--- src/rtl/spi_register_controller.sv ---
// Bridges one SPI command word per frame onto a single-master req/ack register bus.
// Responses are returned one frame later. Tracks ack timeouts, aborted frames and overruns.
module spi_register_controller #(
  parameter int ADDR_W  = 7,
  parameter int DATA_W  = 24,
  parameter int TIMEOUT = 255
) (
  input  logic                     system_clk,
  input  logic                     system_rst_n,
  input  logic                     spi_cs_stop,
  input  logic                     spi_value_valid,
  input  logic [ADDR_W+DATA_W:0]   spi_value_mosi,
  output logic [ADDR_W+DATA_W:0]   spi_value_miso,
  output logic                     bus_req,
  output logic                     bus_we,
  output logic [ADDR_W-1:0]        bus_addr,
  output logic [DATA_W-1:0]        bus_wdata,
  input  logic                     bus_ack,
  input  logic [DATA_W-1:0]        bus_rdata,
  output logic [7:0]               frame_errors,
  output logic [7:0]               overruns
);

  localparam int WIDTH = 1 + ADDR_W + DATA_W;
  localparam int CNT_W = (TIMEOUT > 1) ? $clog2(TIMEOUT) : 1;
  localparam logic [CNT_W-1:0] TO_LAST = CNT_W'(TIMEOUT - 1);

  localparam logic [0:0] IDLE = 1'b0;
  localparam logic [0:0] REQ  = 1'b1;

  localparam logic [1:0] ST_OK      = 2'b00;
  localparam logic [1:0] ST_OVERRUN = 2'b01;
  localparam logic [1:0] ST_TIMEOUT = 2'b10;
  localparam logic [1:0] ST_FRAME   = 2'b11;

  logic [0:0]       state;
  logic [CNT_W-1:0] wait_cnt;

  assign bus_req = (state == REQ);

  always_ff @(posedge system_clk or negedge system_rst_n) begin
    if (!system_rst_n) begin
      state          <= IDLE;
      wait_cnt       <= '0;
      bus_we         <= 1'b0;
      bus_addr       <= '0;
      bus_wdata      <= '0;
      spi_value_miso <= '0;
      frame_errors   <= '0;
      overruns       <= '0;
    end else begin
      case (state)
        IDLE: begin
          if (spi_value_valid) begin
            bus_we    <= spi_value_mosi[WIDTH-1];
            bus_addr  <= spi_value_mosi[WIDTH-2:DATA_W];
            bus_wdata <= spi_value_mosi[DATA_W-1:0];
            wait_cnt  <= '0;
            state     <= REQ;
          end else if (spi_cs_stop) begin
            spi_value_miso <= {ST_FRAME, {(ADDR_W-1){1'b0}}, {DATA_W{1'b0}}};
          end
        end
        default: begin
          // Completion and timeout are assigned after the overrun status so they take priority
          if (spi_value_valid)
            spi_value_miso <= {ST_OVERRUN, {(ADDR_W-1){1'b0}}, {DATA_W{1'b0}}};
          if (bus_ack) begin
            spi_value_miso <= {ST_OK, {(ADDR_W-1){1'b0}}, (bus_we ? bus_wdata : bus_rdata)};
            state          <= IDLE;
          end else if (wait_cnt == TO_LAST) begin
            spi_value_miso <= {ST_TIMEOUT, {(ADDR_W-1){1'b0}}, {DATA_W{1'b0}}};
            state          <= IDLE;
          end else begin
            wait_cnt <= wait_cnt + CNT_W'(1);
          end
        end
      endcase

      if (spi_value_valid && (state == REQ) && (overruns != 8'hFF))
        overruns <= overruns + 8'd1;
      if (spi_cs_stop && !spi_value_valid && (frame_errors != 8'hFF))
        frame_errors <= frame_errors + 8'd1;
    end
  end

endmodule

--- config.mk ---
export PLATFORM = sky130hd
export DESIGN_NAME = spi_register_controller
export DESIGN_NICKNAME = d
export VERILOG_FILES = /design/src/rtl/spi_register_controller.sv
export SDC_FILE = /design/constraint.sdc
export NUM_CORES = 1
export LEC_CHECK = 0
export ABC_AREA = 1
export BUFFER_PORTS_ARGS = -buffer_cell sky130_fd_sc_hd__buf_4
export CORE_ASPECT_RATIO = 0.75
export CORE_MARGIN = 2
export CORE_UTILIZATION = 35
export DETAILED_ROUTE_END_ITERATION = 8
export PLACE_DENSITY = 0.63
export SLEW_MARGIN = 10
export SYNTH_ARGS = -nofsm -noshare
export SYNTH_HDL_FRONTEND = slang
export SYNTH_SLANG_ARGS = --single-unit
--- constraint.sdc ---
create_clock -name system_clk -period 2.32 [get_ports system_clk]
set_input_delay 0.232 -clock system_clk [delete_from_list [all_inputs] [get_ports system_clk]]
set_output_delay 0.232 -clock system_clk [all_outputs]
set_load 0.005 [all_outputs]
* After elaboration in Yosys (flattened, before gate mapping) *
Index checks and enable logic that the tools add are counted.

operators by class
  mux-type cells = 15
  add/sub/neg operators = 3
  equality and inequality tests = 7
  reductions and logical operators = 10
  bitwise logic cells = 1

operators with widths
  cell                   number
  $mux W32               6
  $mux W8                4
  $add A8 B1 Y8 const B  3
  $mux W24               1
  $ne A8 B8 Y1 const B   2
  $eq A8 B8 Y1 const B   1
  $reduce_and A3 Y1      2
  $logic_and A1 B1 Y1    4
  $mux W1                4
  $ne A2 B2 Y1 const B   2
  $ne A4 B3 Y1 const B   1
  $reduce_bool A2 Y1     2
  $ne A2 B1 Y1 const B   1
  $reduce_and A2 Y1      1
  $logic_not A1 Y1       1
  $not A1 Y1             1

word-level totals
  bits of input ports = 61
  register bits = 89

* Depth between registers and ports, before layout *
Gate-level depths: netlist of the first run.

  depth after elaboration = 4
  gate-level depth with buffers = 10
  depth with buffers taken out = 9

* Worst setup path before layout of the first run *
OpenSTA, ideal clock, no wires.

  path kind = register -> register
  start = reg wait_cnt[0]
  end = reg spi_value_miso[12]
  arrival time = 1274 ps
  data required time = 2199 ps
  stages on the path, launching flop included = 11
  path slack = 925 ps
  path buffers = 1
  cell sequence = dfrtp_1 > inv_1 > ha_1 > inv_1 > nor2_1 > nand2_2 > nand3_4 > nand2_4 > buf_8 > nand2_2 > nand2_2

on the way
  cells in the longest elaborated chain, start to end = 4

ends and longest elaborated chain
  element                 RTL line  text
  from (decl)             37        logic [CNT_W-1:0] wait_cnt;
  from (signal assigned)  75        wait_cnt <= wait_cnt + CNT_W'(1);
  $eq A8 B8 Y1 *          71        end else if (wait_cnt == TO_LAST) begin
  $mux W32                71
  $mux W32                68        if (bus_ack) begin
  $mux W32                52        case (state)
  to (signal assigned)    67        spi_value_miso <= {ST_OVERRUN, {(ADDR_W-1){1'b0}}, {DATA_W{1'b0}}};
  to (signal assigned)    69        spi_value_miso <= {ST_OK, {(ADDR_W-1){1'b0}}, (bus_we ? bus_wdata : bus_rdata)};
  to (signal assigned)    72        spi_value_miso <= {ST_TIMEOUT, {(ADDR_W-1){1'b0}}, {DATA_W{1'b0}}};
  to (decl)               13        output logic [ADDR_W+DATA_W:0] spi_value_miso,

Every way passes the cells marked *; elsewhere a longest branch is shown, timed or not.
A chain may end at the register's enable or synchronous reset.

* Worst setup path after layout of the first run *
  start = reg bus_we
  end = out bus_we

RTL lines
  element                 RTL line  text
  from (decl)             15        output logic bus_we,
  from (signal assigned)  55        bus_we <= spi_value_mosi[WIDTH-1];

No word-level cell between the ends.

==> metrics, run 1 <==
Sink Count=83; effective utilization at floorplan=36.42%; Worst Hold Margin=0.1295 ns; router iterations before antenna repair=4; initial antenna violation count=0; clock-pin slew on the worst setup and hold paths=0.06 ns; CTS Buf Count=9; via count=3,567; WL/cell=14.01 um; final wirelength=10.56 mm; Max Buffers Root-to-Sink=2; DRC=0; Layout Nets=674; Slew HR=41.89%; CTS H-tree depth=3; Final setup violation count=0; RSZ-0062 raised after global routing=false; clock latency on the worst-skew pair=0.33 ns; filler instances=1,081; Slew Viols, Final=0; Crit path largest cell delay=0.94 ns; max_cap viols=0; CTS tree=yes; delay-heaviest family, CP=flip-flops; critical-path cell list=buf_4; synthesized flop and latch total=83; vias in the first global route=3,345; Post-synth EDFFs=0; post-CTS setup buffers=0; Layout Cells excl Fill=754; Final min period=1.750 ns; antenna fix cells=0; Data required, critical path=2.09 ns; Fmax=571.5 MHz; CORE AREA=11,110 sq um; placed cell count=737; FFs w/ async S/R, synth=100.0%; worst slew pin tran=0.8717 ns; hpwl dp=7.663 mm; Final ANT Viol Nets=0; layout overhead on the synthesized area=35.23%; Setup crit start kind=flop; PwrDens=887.6 nW/um^2; Root Driver=clkbuf_16; post-cts hold buffer count=1; Tot Pwr=0.004856 W; status=finished clean; largest net degree at the start of global routing=51; global route total overflow=0; Yosys warning count=0; GR Util All Layers=17.45%; CP bufs+invs=1; Setup Crit Path Kind=flop to output pin; worst min-delay path class=input pin to flop; Primary FF master, synth=dfrtp_1; CP max FO=50; PortBufs=135; Tcrit/Tclk final=75.43%; synthesized instance count=475; Rows=33; layout cell share with drive strength beyond 1=30.94%; sequential fraction of the synthesis area=51.35%; width of the die=128.1 um; static leakage=2.914 nW; Clock Skew=0.005338 ns; syn_area_per_cell=8.516 sq um; die footprint=12,440 sq um; Post-CTS Resized=0; RD Place Congestion=0.8145; Die Ht=97.11 um; I/O pin total=142; CP max-delay cell=dfrtp_2; CP arrival=1.52 ns; library cells used by synthesis=31; Final Hold Viols=0; first-pass GRT wire length=17.13 mm; Synth Cell Area=4045 sq um; worst vdd ir=0.4839 mV; setup tns final=0 ns; initial drt markers=170; Worst Setup End Kind=output pin; vias per cell=4.731
-- logic make-up after synthesis --
logic type               after synthesis  share of synthesized area (%)
AO/OA/AOI/OAI                         59                          8.970
other                                  1                        0.09270
multiplexers                           8                          2.227
XOR/XNOR                               4                         0.8662
adder cells (fa/ha/maj)                4                          1.237
buffers and inverters                 77                          9.341
AND/OR/NAND/NOR                      239                          25.92
flip-flops                            83                          51.35
-- synthesized netlist by cell type, types with 5 or more instances --
master	n	area, sq um
nand2_1	146	548.0
dfrtp_1	83	2077
inv_1	53	198.9
nor2_1	33	123.9
nand3_1	26	130.1
a21oi_1	24	120.1
o211ai_1	24	180.2
nand2_2	18	112.6
mux2_2	8	90.09
buf_4	7	52.55
o21ai_0	7	35.03
buf_6	6	67.56
buf_2	5	25.02
nand4_1	5	31.28
-- state kept, by name (all words and copies together), names as in the netlist --
register	count
overruns	8
frame_errors	8
wait_cnt	8
spi_value_miso	26
bus_we	1
bus_wdata	24
bus_req	1
bus_addr	7
-- layout by cell type (no fill, tap or decap), types with 5 or more instances in the layout --
cell | netlist | routed
buf_4 | 7 | 139
clkbuf_16 | 0 | 9
dfrtp_1 | 83 | 82
o211ai_1 | 24 | 24
nand3_1 | 26 | 26
nand4_1 | 5 | 5
nand2_1 | 146 | 145
mux2_2 | 8 | 8
nor2_1 | 33 | 33
inv_1 | 53 | 53
conb_1 | 1 | 6
nand2_2 | 18 | 19
o21ai_0 | 7 | 7
a21oi_1 | 24 | 24
-- path summary, 6_finish.rpt --
path                                                startpoint                              to  slack, ns  cells past startpoint
worst min-delay path                        spi_value_mosi[29]         bus_addr[5]$_DFFE_PN0N_       0.13                      2
worst min register to register  spi_value_miso[17]$_DFFE_PN0P_  spi_value_miso[17]$_DFFE_PN0P_       0.48                      2
max in group asynchronous                         system_rst_n              bus_we$_DFFE_PN0N_       1.31                      3
min in group asynchronous                         system_rst_n     frame_errors[7]$_DFFE_PN0P_       0.36                      2
worst max register to register               bus_req$_DFF_PN0_        bus_wdata[3]$_DFFE_PN0N_       0.64                      5
worst max-delay path                        bus_we$_DFFE_PN0N_                          bus_we       0.57                      1
-- per-layer routing --
metal	wire [um]	vias to the layer above	GRT usage, %
met5	0	-	0
met3	838	8	5.837
met4	104	0	4.818
li1	-	1766	-
met2	4799	111	26.94
met1	4819	1682	23.48
-- where the power goes --
part | internal (W) | total (W) | switching (W)
sequential | 0.00175 | 0.00206 | 0.000310
combinational | 0.000656 | 0.00124 | 0.000580
clock | 0.00100 | 0.00156 | 0.000561
total | 0.00341 | 0.00486 | 0.00145
-- area by class of cell --
| class | count | area, sq um | share of cell area, % |
|---|---|---|---|
| Tap cell | 140 | 175.2 | 3.202 |
| Clock inverter | 4 | 72.57 | 1.327 |
| Timing Repair Buffer | 141 | 1074 | 19.62 |
| Sequential cell | 83 | 2078 | 37.99 |
| Inverter | 54 | 202.7 | 3.705 |
| Multi-Input combinational cell | 320 | 1612 | 29.46 |
| Clock buffer | 12 | 256.5 | 4.689 |
-- worst reg2reg max path, cell delays in order, from the launching register on --
cell,delay (ns)
dfrtp_1,0.47
inv_2,0.12
nand2_2,0.45
buf_4,0.35
nor2_1,0.08
a21oi_1,0.13
-- per-stage QoR --
step	instance area [sq um]	setup slack, ns	util, %
after floorplan	4064	0.9253	-
after global placement	5131	0.7218	46.20
after detailed placement	5131	0.6348	46.20
after CTS	5470	0.5581	49.25
after global routing	5470	0.4696	49.25
final	5470	0.5701	49.25
(Power assumes the default switching activity.)
==> run 2, diff against run 1 <==
PLACE_DENSITY = 0.66   (was 0.63)
clock period = 1.6 ns   (was 2.32 ns; I/O delays follow)
==> run 2 against run 1 <==
Against the previous run:
- utilization up 1.3 points
- setup slack got worse by 0.41 ns
- count of clock-buffer cells in the layout down 1
- critical path depth increased by 8
- die area unchanged
- hold slack worse by 0.070 ns
- power increased by 46%
- sequential share of layout area decreased by 1.0 points
- critical endpoint is now spi_value_miso[0]$_DFFE_PN0P_
- largest cell class unchanged
- largest power group unchanged
==> metrics, run 2 (synthesized netlist as in run 1, its figures left out) <==
status=finished clean (unchanged); RD Place Congestion=0.8032 (was 0.8145); Tcrit/Tclk final=90.23%; Final Hold Viols=0 (unchanged); filler instances=1,082 (was 1,081); worst min-delay path class=input pin to flop (unchanged); CTS Buf Count=9 (unchanged); Tot Pwr=0.007065 W (was 0.004856 W); WL/cell=13.52 um (was 14.01 um); initial antenna violation count=0 (unchanged); clock latency on the worst-skew pair=0.33 ns (about the same); width of the die=128.1 um (unchanged); worst slew pin tran=0.5550 ns (was 0.8717 ns); clock-pin slew on the worst setup and hold paths=0.06 ns (about the same); most frequent cells in the layout=nand2_1 (143), buf_4 (142), dfrtp_1 (82) (was nand2_1 (145), buf_4 (139), dfrtp_1 (82)); CP max FO=13 (was 50); max reg flops=26 (unchanged); worst r2r src=wait_cnt[0]$_DFFE_PN0P_ (was bus_req$_DFF_PN0_); Slew Viols, Final=0 (unchanged); die footprint=12,440 sq um (unchanged); GR Util All Layers=16.62% (was 17.45%); effective utilization at floorplan=36.42% (unchanged); antenna fix cells=0 (unchanged); layout overhead on the synthesized area=38.88% (was 35.23%); Max Buffers Root-to-Sink=2 (unchanged); Fmax=692.7 MHz; layout cell share with drive strength beyond 1=32.21% (was 30.94%); PwrDens=1258 nW/um^2 (was 887.6 nW/um^2); max_cap viols=0 (unchanged); final wirelength=10.29 mm (was 10.56 mm); commonest non-fill, non-tap cell in the layout=nand2_1 (unchanged); Worst Setup End Kind=flop (was output pin); final setup margin=0.1564 ns (was 0.5701 ns); Clock Skew=0.003810 ns (was 0.005338 ns); DRC=0 (unchanged); Sink Count=83 (unchanged); CORE AREA=11,110 sq um (unchanged); RSZ-0062 raised after global routing=false (unchanged); CP arrival=1.66 ns (was 1.52 ns); via count=3,513 (was 3,567); global route total overflow=0 (unchanged); Layout Nets=683 (was 674); Most flops, register=spi_value_miso (unchanged); static leakage=2.979 nW (was 2.914 nW); vias in the first global route=3,363 (was 3,345); first-pass GRT wire length=16.63 mm (was 17.13 mm); Sequential Area=2078 sq um (unchanged); Data required, critical path=1.82 ns (was 2.09 ns); initial drt markers=177 (was 170); PortBufs=135 (unchanged); CTS tree=yes (unchanged); worst vdd ir=0.6694 mV (was 0.4839 mV); Die Ht=97.11 um (unchanged); router iterations before antenna repair=4 (unchanged); I/O pin total=142 (unchanged); Final setup violation count=0 (unchanged); hold_sp=spi_value_mosi[27] (was spi_value_mosi[29]); Final min period=1.444 ns; setup tns final=0 ns (unchanged); CTS H-tree depth=3 (unchanged); vias per cell=4.616 (was 4.731); crit path from=wait_cnt[0]$_DFFE_PN0P_ (was bus_we$_DFFE_PN0N_); Rows=33 (unchanged); Root Driver=clkbuf_16 (unchanged); Worst Hold Margin=0.05987 ns (was 0.1295 ns); area of the multi-input gates=1658 sq um (was 1612 sq um); Largest regs=spi_value_miso (26), bus_wdata (24) (unchanged); Setup Crit Path Kind=flop to flop (was flop to output pin); Setup crit start kind=flop (unchanged); Slew HR=63.00% (was 41.89%); worst slack, placed=0.05529 ns (was 0.6348 ns); largest net degree at the start of global routing=41 (was 51); Final ANT Viol Nets=0 (unchanged); hpwl dp=7.449 mm (was 7.663 mm)
-- run 2: cell count changes in the layout (fill, tap and decap cells not counted), sizes merged --
cell / delta
buf: +8
clkbuf: -1
nand2: +1
clkinvlp: -1
-- run 2: path summary, 6_finish.rpt --
path / endpoint / slack [ns] / cells after the start
setup / recovery: spi_value_miso[0]$_DFFE_PN0P_ / 0.16 / 9
hold / removal: bus_addr[3]$_DFFE_PN0N_ / 0.06 / 2
setup reg to reg: spi_value_miso[0]$_DFFE_PN0P_ / 0.16 / 9
hold reg to reg: spi_value_miso[18]$_DFFE_PN0P_ / 0.48 / 2
max in group asynchronous: bus_wdata[13]$_DFFE_PN0N_ / 0.72 / 3
min in group asynchronous: spi_value_miso[4]$_DFFE_PN0P_ / 0.37 / 2
-- run 2: area by class of cell --
type	count	area share, %
Clock inverter	3	1.158
Inverter	54	3.608
Timing Repair Buffer	149	21.29
Tap cell	140	3.118
Sequential cell	83	36.99
Clock buffer	11	4.321
Multi-Input combinational cell	321	29.51
-- run 2: report_power, final --
| part | internal (W) | switching [W] | total [W] |
|---|---|---|---|
| Sequential | 0.00254 | 0.000348 | 0.00289 |
| Combinational | 0.00104 | 0.000963 | 0.00200 |
| Clock | 0.00139 | 0.000788 | 0.00218 |
-- run 2: critical path: stages, from the launching register on --
cell	delay (ns)
dfrtp_1	0.37
inv_1	0.07
ha_1	0.14
inv_1	0.04
nor2_1	0.15
nand2_2	0.13
nand3_4	0.16
nand2_8	0.13
nand2_1	0.10
nand2_1	0.05
-- run 2: timing repair --
action,in CTS,in global routing
resized for setup,0,7
endpoints found under the setup margin,0,40
hold buffers,1,0
hold endpoints to repair,38,0
setup buffers,0,1
-- run 2: routing by layer --
| layer | global-route usage [%] | up-vias | share of wire [%] |
|---|---|---|---|
| met4 | 3.635 | 0 | 0.67 |
| met1 | 22.84 | 1612 | 47 |
| met3 | 5.507 | 4 | 6.7 |
| li1 | - | 1791 | - |
| met5 | 0 | - | 0 |
| met2 | 25.63 | 106 | 45 |
-- run 2: per-stage QoR --
stage	std cells	utilization [%]	cell area [sq um]
3_3_place_gp	744	47.12	5234
3_5_place_dp	744	47.12	5234
5_1_grt	761	50.58	5618
2_1_floorplan	480	-	4064
4_1_cts	759	49.98	5552
6_report	761	50.58	5618
